**config.mk**
```make
export PLATFORM = sky130hd
export DESIGN_NAME = ft245_rx_word_packer
export DESIGN_NICKNAME = d
export VERILOG_FILES = /design/src/rtl/ft245_rx_word_packer.sv
export SDC_FILE = /design/constraint.sdc
export NUM_CORES = 1
export LEC_CHECK = 0
export BUFFER_PORTS_ARGS = -buffer_cell sky130_fd_sc_hd__clkbuf_2
export CAP_MARGIN = 10
export CORE_ASPECT_RATIO = 0.5
export CORE_MARGIN = 2
export CORE_UTILIZATION = 52
export DETAILED_ROUTE_END_ITERATION = 16
export GPL_TIMING_DRIVEN = 0
export PLACE_DENSITY = 0.76
export SETUP_SLACK_MARGIN = 0.5
export SLEW_MARGIN = 30
export SYNTH_ARGS = -nofsm -noshare
export SYNTH_HDL_FRONTEND = slang
export SYNTH_SLANG_ARGS = --single-unit
```
**constraint.sdc**
```tcl
create_clock -name ftdi_clk -period 2.21 [get_ports ftdi_clk]
set_input_delay 0.1105 -clock ftdi_clk [delete_from_list [all_inputs] [get_ports ftdi_clk]]
set_output_delay 0.1105 -clock ftdi_clk [all_outputs]
set_load 0.01 [all_outputs]
```
**src/rtl/ft245_rx_word_packer.sv**
```systemverilog
// Packs the FT245 receive byte stream into big-endian 32-bit words, one write strobe each.
// Partial words leave early on a new frame, an explicit flush or an idle timeout.
module ft245_rx_word_packer #(
    parameter int unsigned TIMEOUT_CYCLES = 256
) (
    input  logic        ftdi_clk,
    input  logic        rst,
    input  logic        byte_valid,
    input  logic [7:0]  byte_data,
    input  logic        byte_sof,
    output logic        byte_ready,
    input  logic        flush,
    input  logic        word_full,
    output logic        word_wr,
    output logic [31:0] word_data,
    output logic        word_sof,
    output logic [2:0]  word_bytes,
    output logic [15:0] frame_count
);
    // Handshakes: a byte transfers when byte_valid & byte_ready; a word transfers
    // when word_wr is high, which only happens while word_full is low.
    typedef enum logic [1:0] {
        IDLE    = 2'd0,
        COLLECT = 2'd1,
        HOLD    = 2'd2
    } state_t;

    state_t      state, state_next;
    logic [31:0] acc, acc_next;
    logic [1:0]  count, count_next;
    logic        acc_sof, acc_sof_next;
    logic [15:0] idle_cnt, idle_cnt_next;
    logic        flush_pend, flush_pend_next;
    logic        ready_q;
    logic        pending, pending_next;
    logic        accept, flush_req, timeout_hit, move;
    logic [31:0] move_data;
    logic        move_sof;
    logic [2:0]  move_bytes;
    logic [1:0]  lane;
    logic [31:0] acc_ins;

    assign byte_ready = ready_q;

    always_comb begin
        accept        = byte_valid & ready_q;
        pending       = (state == HOLD);
        lane          = 2'd3 - count;
        acc_ins       = acc | ({24'h0, byte_data} << {lane, 3'b000});
        acc_next      = acc;
        count_next    = count;
        acc_sof_next  = acc_sof;
        move          = 1'b0;
        move_data     = acc;
        move_sof      = acc_sof;
        move_bytes    = {1'b0, count};

        if (accept) begin
            if (byte_sof && count != 2'd0) begin
                // Old partial leaves; the SOF byte opens the new word on the same edge.
                move         = 1'b1;
                acc_next     = {byte_data, 24'h0};
                count_next   = 2'd1;
                acc_sof_next = 1'b1;
            end else if (count == 2'd3) begin
                move         = 1'b1;
                move_data    = acc_ins;
                move_sof     = acc_sof | byte_sof;
                move_bytes   = 3'd4;
                acc_next     = 32'h0;
                count_next   = 2'd0;
                acc_sof_next = 1'b0;
            end else begin
                acc_next     = acc_ins;
                count_next   = count + 2'd1;
                acc_sof_next = acc_sof | byte_sof;
            end
        end

        timeout_hit     = (count != 2'd0) && !accept &&
                          (idle_cnt >= 16'(TIMEOUT_CYCLES - 1));
        flush_req       = flush | flush_pend | timeout_hit;
        flush_pend_next = 1'b0;
        // A flush that cannot move now (output busy) is remembered until it can.
        if (flush_req && count_next != 2'd0) begin
            if (move || pending) begin
                flush_pend_next = 1'b1;
            end else begin
                move         = 1'b1;
                move_data    = acc_next;
                move_sof     = acc_sof_next;
                move_bytes   = {1'b0, count_next};
                acc_next     = 32'h0;
                count_next   = 2'd0;
                acc_sof_next = 1'b0;
            end
        end

        word_wr      = pending & !word_full;
        pending_next = move | (pending & word_full);

        if (accept || move || count == 2'd0)
            idle_cnt_next = 16'h0;
        else if (idle_cnt == 16'hFFFF)
            idle_cnt_next = idle_cnt;
        else
            idle_cnt_next = idle_cnt + 16'd1;

        case (state)
            IDLE, COLLECT, HOLD: begin
                if (pending_next)
                    state_next = HOLD;
                else if (count_next != 2'd0)
                    state_next = COLLECT;
                else
                    state_next = IDLE;
            end
            default: state_next = IDLE;
        endcase
    end

    always_ff @(posedge ftdi_clk) begin
        if (rst) begin
            state       <= IDLE;
            acc         <= 32'h0;
            count       <= 2'd0;
            acc_sof     <= 1'b0;
            idle_cnt    <= 16'h0;
            flush_pend  <= 1'b0;
            ready_q     <= 1'b0;
            word_data   <= 32'h0;
            word_sof    <= 1'b0;
            word_bytes  <= 3'd0;
            frame_count <= 16'h0;
        end else begin
            state      <= state_next;
            acc        <= acc_next;
            count      <= count_next;
            acc_sof    <= acc_sof_next;
            idle_cnt   <= idle_cnt_next;
            flush_pend <= flush_pend_next;
            ready_q    <= !pending_next;
            if (move) begin
                word_data  <= move_data;
                word_sof   <= move_sof;
                word_bytes <= move_bytes;
            end
            if (accept && byte_sof)
                frame_count <= frame_count + 16'd1;
        end
    end
endmodule

```
## Word-level counts from Yosys, hierarchy flattened

Index checks and enable logic that the tools add are counted.

| operators by class | value |
|---|---|
| mux-type cells | 38 |
| shifts and indexed selects | 1 |
| add/sub/neg operators | 4 |
| reduce and logical (&&, ||, !) cells | 21 |
| equal/unequal tests | 4 |
| order comparisons | 1 |
| bitwise logic cells | 10 |

Operators by type and width:

| operator | count |
|---|---|
| 32-bit two-way mux | 10 |
| 16-bit by 1-bit adder with 16-bit output (second input constant) | 2 |
| 32-bit OR | 1 |
| 8-bit by 5-bit left shift with 32-bit output | 1 |
| 1-bit two-way mux | 17 |
| 16-bit equality test (second input constant) | 1 |
| 16-bit by 8-bit greater-or-equal comparator with 1-bit output (second input constant) | 1 |
| 3-bit two-way mux | 5 |
| 2-bit two-way mux | 6 |
| 2-bit nonzero test | 3 |
| 2-bit OR reduction | 3 |
| 3-bit OR reduction | 2 |
| 1-bit logical AND | 5 |
| 2-bit equality test (second input constant) | 2 |
| 2-bit logical NOT | 2 |
| 1-bit OR | 4 |
| 1-bit AND | 3 |
| 1-bit logical NOT | 3 |
| 1-bit logical OR | 3 |
| 2-bit by 1-bit adder with 2-bit output (second input constant) | 1 |
| 2-bit by 1-bit equality test with 1-bit output (second input constant) | 1 |
| 1-bit inverter | 2 |
| 2-bit subtractor (first input constant) | 1 |

| word-level totals | value |
|---|---|
| input bits | 14 |
| logic and storage cells | 91 |
| register bits after elaboration | 107 |

## Logic depth before layout (Yosys ltp)

| depth | value |
|---|---|
| depth after elaboration | 10 |
| depth in mapped cells | 12 |

## Least setup slack after synthesis

OpenSTA, ideal clock, no wires.

| timing | value |
|---|---|
| path type | register to register |
| start | register count[0] |
| end | register idle_cnt[3] |
| setup time | 0.064 ns |
| cell stages (with the launch flop) | 10 |
| data arrival time | 2.236 ns |
| required time | 2.146 ns |
| slack | -0.090 ns |
| path through | dfxtp_1 > buf_2 > inv_1 > ha_1 > nor4_4 > nor3_2 > or4_1 > buf_2 > buf_6 > nor2_1 |

| on the way | value |
|---|---|
| word-level cells in the longest chain between the ends | 10 |
| elaborated cells between the ends (all ways) | 22 |

Ends and longest elaborated chain:

| item | RTL line | text |
|---|---|---|
| from (decl) | 30 | `logic [1:0] count, count_next;` |
| from (signal assigned) | 138 | `count <= count_next;` |
| 2-bit by 1-bit adder with 2-bit output, or another cell as far along | 75 | `count_next = count + 2'd1;` |
| 2-bit two-way mux, or another cell as far along | 65 | `end else if (count == 2'd3) begin` |
| 2-bit two-way mux / 1-bit two-way mux (equally long branches) | 59 | `if (byte_sof && count != 2'd0) begin` |
| 2-bit two-way mux / 1-bit two-way mux (equally long branches) | 58 | `if (accept) begin` |
| 2-bit nonzero test / 1-bit logical OR (equally long branches) | 85, 86 |  |
| 1-bit logical AND / 1-bit two-way mux (equally long branches) | 85, 86 |  |
| 1-bit two-way mux | 85 | `if (flush_req && count_next != 2'd0) begin` |
| 1-bit logical OR | 102 | `if (accept \|\| move \|\| count == 2'd0)` |
| 1-bit logical OR * | 102 |  |
| 2-bit OR reduction (no line) * | n/a |  |
| to (signal assigned) | 140 | `idle_cnt <= idle_cnt_next;` |
| to (decl) | 32 | `logic [15:0] idle_cnt, idle_cnt_next;` |

Mark *: on every way between the ends. The rest lies on a longest branch, timed or not.
A chain may end at the register's enable or synchronous reset.

## Worst setup path after layout

| timing | value |
|---|---|
| start | register count[0] |
| end | register word_data[24] |

| on the way | value |
|---|---|
| word-level cells in the longest chain between the ends | 8 |
| elaborated cells between the ends (all ways) | 29 |

Ends and longest elaborated chain:

| item | RTL line | text |
|---|---|---|
| 2-bit subtractor | 48 | `lane = 2'd3 - count;` |
| 8-bit by 5-bit left shift with 32-bit output | 49 | `acc_ins = acc \| ({24'h0, byte_data} << {lane, 3'b000});` |
| 32-bit OR | 49 |  |
| 32-bit two-way mux | 65 |  |
| 32-bit two-way mux | 59 |  |
| 32-bit two-way mux | 58 |  |
| 32-bit two-way mux | 86 | `if (move \|\| pending) begin` |
| 32-bit two-way mux | 85 |  |
| to (signal assigned) | 144 | `word_data <= move_data;` |
| to (decl) | 15 | `output logic [31:0] word_data,` |

Parallel ways exist; a longest one is shown, timed or not.

==> results.yml <==
run_status:
  run_status: "finished, violations left"
  violated_checks: "negative setup slack"
sta:
  min_period_over_period: 1.04
  timing.final.crit_period_ns: 2.30
  timing.slew.headroom: 0.492
  grt_setup_unrepaired: "true"
  setup-tns-final_ns: -0.973
  setup_viol_count_final: 28
  timing.clock.skew_ns: 0.00880
  drv_slew: 0
  worstMarginPinSlew_ns: 0.762
  final_critical_path_setup_slack_ns: -0.0900
  max_clock_freq_mhz: 435
  hold_viol: 0
  hold_ws_ns: 0.207
power:
  total_power_mw: 4.76
  power.leakage_nw: 2.68
  power_density_mw_per_mm2: 678
  power.ir.vdd_worst_uv: 460
synth:
  async_set_reset_flop_share_out_of_synthesis: 0
  synth.lib_cells_used.distinct: 57
  synthesis.instances: 550
  synth_area_leader_cell: "sky130_fd_sc_hd__dfxtp_1"
  synth-main-ff-cell: "sky130_fd_sc_hd__dfxtp_1"
  top_cell_type_s_share_of_synthesized_area: 0.440
  post_synth_design_cell_area_mm2: 0.00486
  postSynthRegisterBits: 107
  syn-mean-instance-area_um2: 8.84
  netlist_top_cells_area: "sky130_fd_sc_hd__dfxtp_1, sky130_fd_sc_hd__nor2_1, sky130_fd_sc_hd__a211oi_1"
  synth.yosys.warnings: 0
  synth_enable_flop_cells: 0
  yosysSeqAreaShare: 0.440
  syn-num-nets: 570
placement:
  hpwlAfterDp_um: 8820
  port_buffers: 59
  place_inst: 726
  finalWeightedCongestion: 0.911
route:
  detail_route.wirelength_um: 17500
  route.detailed.drc: 0
  num_vias: 5202
  vias_per_cell: 6.54
  wl_per_cell_um: 22.0
  first_iter_violations: 558
  first_pass_iters: 5
  final_antenna_net_count: 0
worst_setup_path:
  worst_setup_path_start_kind: "register"
  slowest_delay_ns: 0.50
  timing.critical_path.arrival_ns: 2.60
  critPathLaunch: "count[0]"
  cp.buffers_inverters: 3
  path_cells: "buf_6 > inv_6 > ha_4 > buf_4 > nand2b_1 > nor2_1 > a22oi_1 > o21ai_0 > o221a_4"
  critPathKind: "reg -> reg"
  crit_slowest_cell: "sky130_fd_sc_hd__nor2_1"
  critical_path_required_ns: 2.51
  critPathTopFamily: "simple AND/OR/NAND/NOR gates"
  worstPathMaxFanout: 8
  critPathCaptureType: "register"
  critical_path.reg2reg.startpoint: "count[0]"
global_route:
  overflow_left_after_global_routing: 0
  wire_length_of_the_first_global_routing_pass_um: 24000
  globalRouteTotalUtil: 0.299
  first_global_vias: 4742
  grt_antenna_before_repair: 0
  grt_max_degree: 17
layout:
  fin_util: 0.789
  multi_input_area_mm2: 0.00304
  fill_cells: 488
  layout-area-overhead-vs-synth_pct: 44.2
  final_cell_mix: "sky130_fd_sc_hd__dfxtp_1, sky130_fd_sc_hd__clkbuf_2, sky130_fd_sc_hd__nor2_1, sky130_fd_sc_hd__a21oi_1, sky130_fd_sc_hd__buf_4"
  n_antenna_cell: 0
  seq_area_mm2: 0.00216
  finish.cell_count_without_fillers: 795
  mostFrequentLayoutCell: "sky130_fd_sc_hd__dfxtp_1"
  final_nets: 693
  final_layout_size_suffix_gt1_frac: 0.398
clock_tree:
  cts_tree: "yes"
  cts_buffers: 9
  cts.sinks: 107
  ctsLongestPathBuffers: 2
  cts.htree.levels: 3
  clk_pin_slew_ns: 0.07
  clkLatencyLatePin_ns: 0.36
  cts_root_buffer: "sky130_fd_sc_hd__clkbuf_16"
hold_path:
  worst_hold_path_type: "in -> reg"
  min-delay-start: "rst"
floorplan:
  coreArea_mm2: 0.00889
  placementRows: 24
  pin_count: 68
  floorplan.die_area_mm2: 0.0102
  start_util: 0.547
  die_height_um: 72.4
  die_w_um: 141
job:
  drv.max_cap_violation_count: 0
-- state kept, by name, indices dropped and copies added (netlist names) --
name,cells
word_sof,1
byte_ready,1
acc,32
word_bytes,3
count,2
idle_cnt,16
acc_sof,1
state,2
frame_count,16
flush_pend,1
word_data,32
-- stage by stage --
step / cell area (um^2) / worst slack, ns
2_1_floorplan: 4990 / 0.0200
5_1_grt: 7010 / -0.155
3_5_place_dp: 5430 / -0.371
4_1_cts: 6520 / 0.00818
3_3_place_gp: 5430 / -0.284
6_report: 7010 / -0.0900
-- worst paths after layout --
check | to | slack (ns) | depth (start not counted)
setup / recovery | word_data[24] | -0.09 | 9
hold reg to reg | word_data[23] | 0.47 | 1
hold / removal | count[0] | 0.21 | 3
setup reg to reg | word_data[24] | -0.09 | 9
-- area by class of cell --
class,count,area share
Inverter,7,0.00482
Clock inverter,3,0.00660
Sequential cell,107,0.308
Tap cell,117,0.0209
Buffer,48,0.0617
Timing Repair Buffer,112,0.130
Multi-Input combinational cell,388,0.433
Clock buffer,13,0.0357
-- worst register-to-register path: cells and delay by family, from the launching register on --
kind                       cells  cell delay [ns]
and+or+nand+nor                2             0.83
AOI/OAI and AO/OA              3             0.61
DFF                            1             0.35
buffers and inverters          3             0.31
adders and majority gates      1             0.16
-- per-layer routing --
| metal | wire length, um | track usage | up-vias |
|---|---|---|---|
| met5 | 0 | 0 | - |
| met4 | 705 | 0.123 | 0 |
| li1 | - | - | 2243 |
| met3 | 1890 | 0.0752 | 90 |
| met2 | 7950 | 0.495 | 409 |
| met1 | 6930 | 0.382 | 2460 |
-- cell usage after synthesis (7+ instances only) --
| cell type | n |
|---|---|
| sky130_fd_sc_hd__buf_2 | 13 |
| sky130_fd_sc_hd__o221a_2 | 10 |
| sky130_fd_sc_hd__xor2_1 | 20 |
| sky130_fd_sc_hd__a22oi_1 | 15 |
| sky130_fd_sc_hd__nand4_1 | 7 |
| sky130_fd_sc_hd__inv_1 | 7 |
| sky130_fd_sc_hd__nor3_1 | 7 |
| sky130_fd_sc_hd__nor2_1 | 90 |
| sky130_fd_sc_hd__o21ai_0 | 13 |
| sky130_fd_sc_hd__dfxtp_1 | 107 |
| sky130_fd_sc_hd__nand2_1 | 15 |
| sky130_fd_sc_hd__and3_1 | 12 |
| sky130_fd_sc_hd__a211oi_1 | 33 |
| sky130_fd_sc_hd__nand3_1 | 24 |
| sky130_fd_sc_hd__and2_1 | 10 |
| sky130_fd_sc_hd__clkbuf_1 | 31 |
| sky130_fd_sc_hd__a21oi_1 | 37 |
-- cell families (layout without fill, tap and decap cells) --
family                     Yosys count  count (layout)  share of synthesized area
muxes                                4               4                    0.00823
xor gates and xnor gates            26              26                     0.0468
adders and majority gates            6               6                     0.0154
buffers and inverters               55             183                     0.0489
DFF                                107             107                      0.440
AOI/OAI and AO/OA                  147             147                      0.217
and+or+nand+nor                    205             205                      0.223
-- where the power goes --
part	switching [mW]	internal [mW]	leakage, nW
Clock	0.742	0.917	0.140
Sequential	0.0735	2.02	0.871
Combinational	0.535	0.474	1.67
Total	1.35	3.41	2.68
-- repair_timing --
action,in CTS,in global routing
buffers inserted,34,9
endpoints found under the hold margin,1,0
hold buffers,1,0
gates resized for setup,93,98
endpoints found under the setup margin,99,100
pin swaps,38,10
cloned,6,3
(Power assumes the default switching activity.)
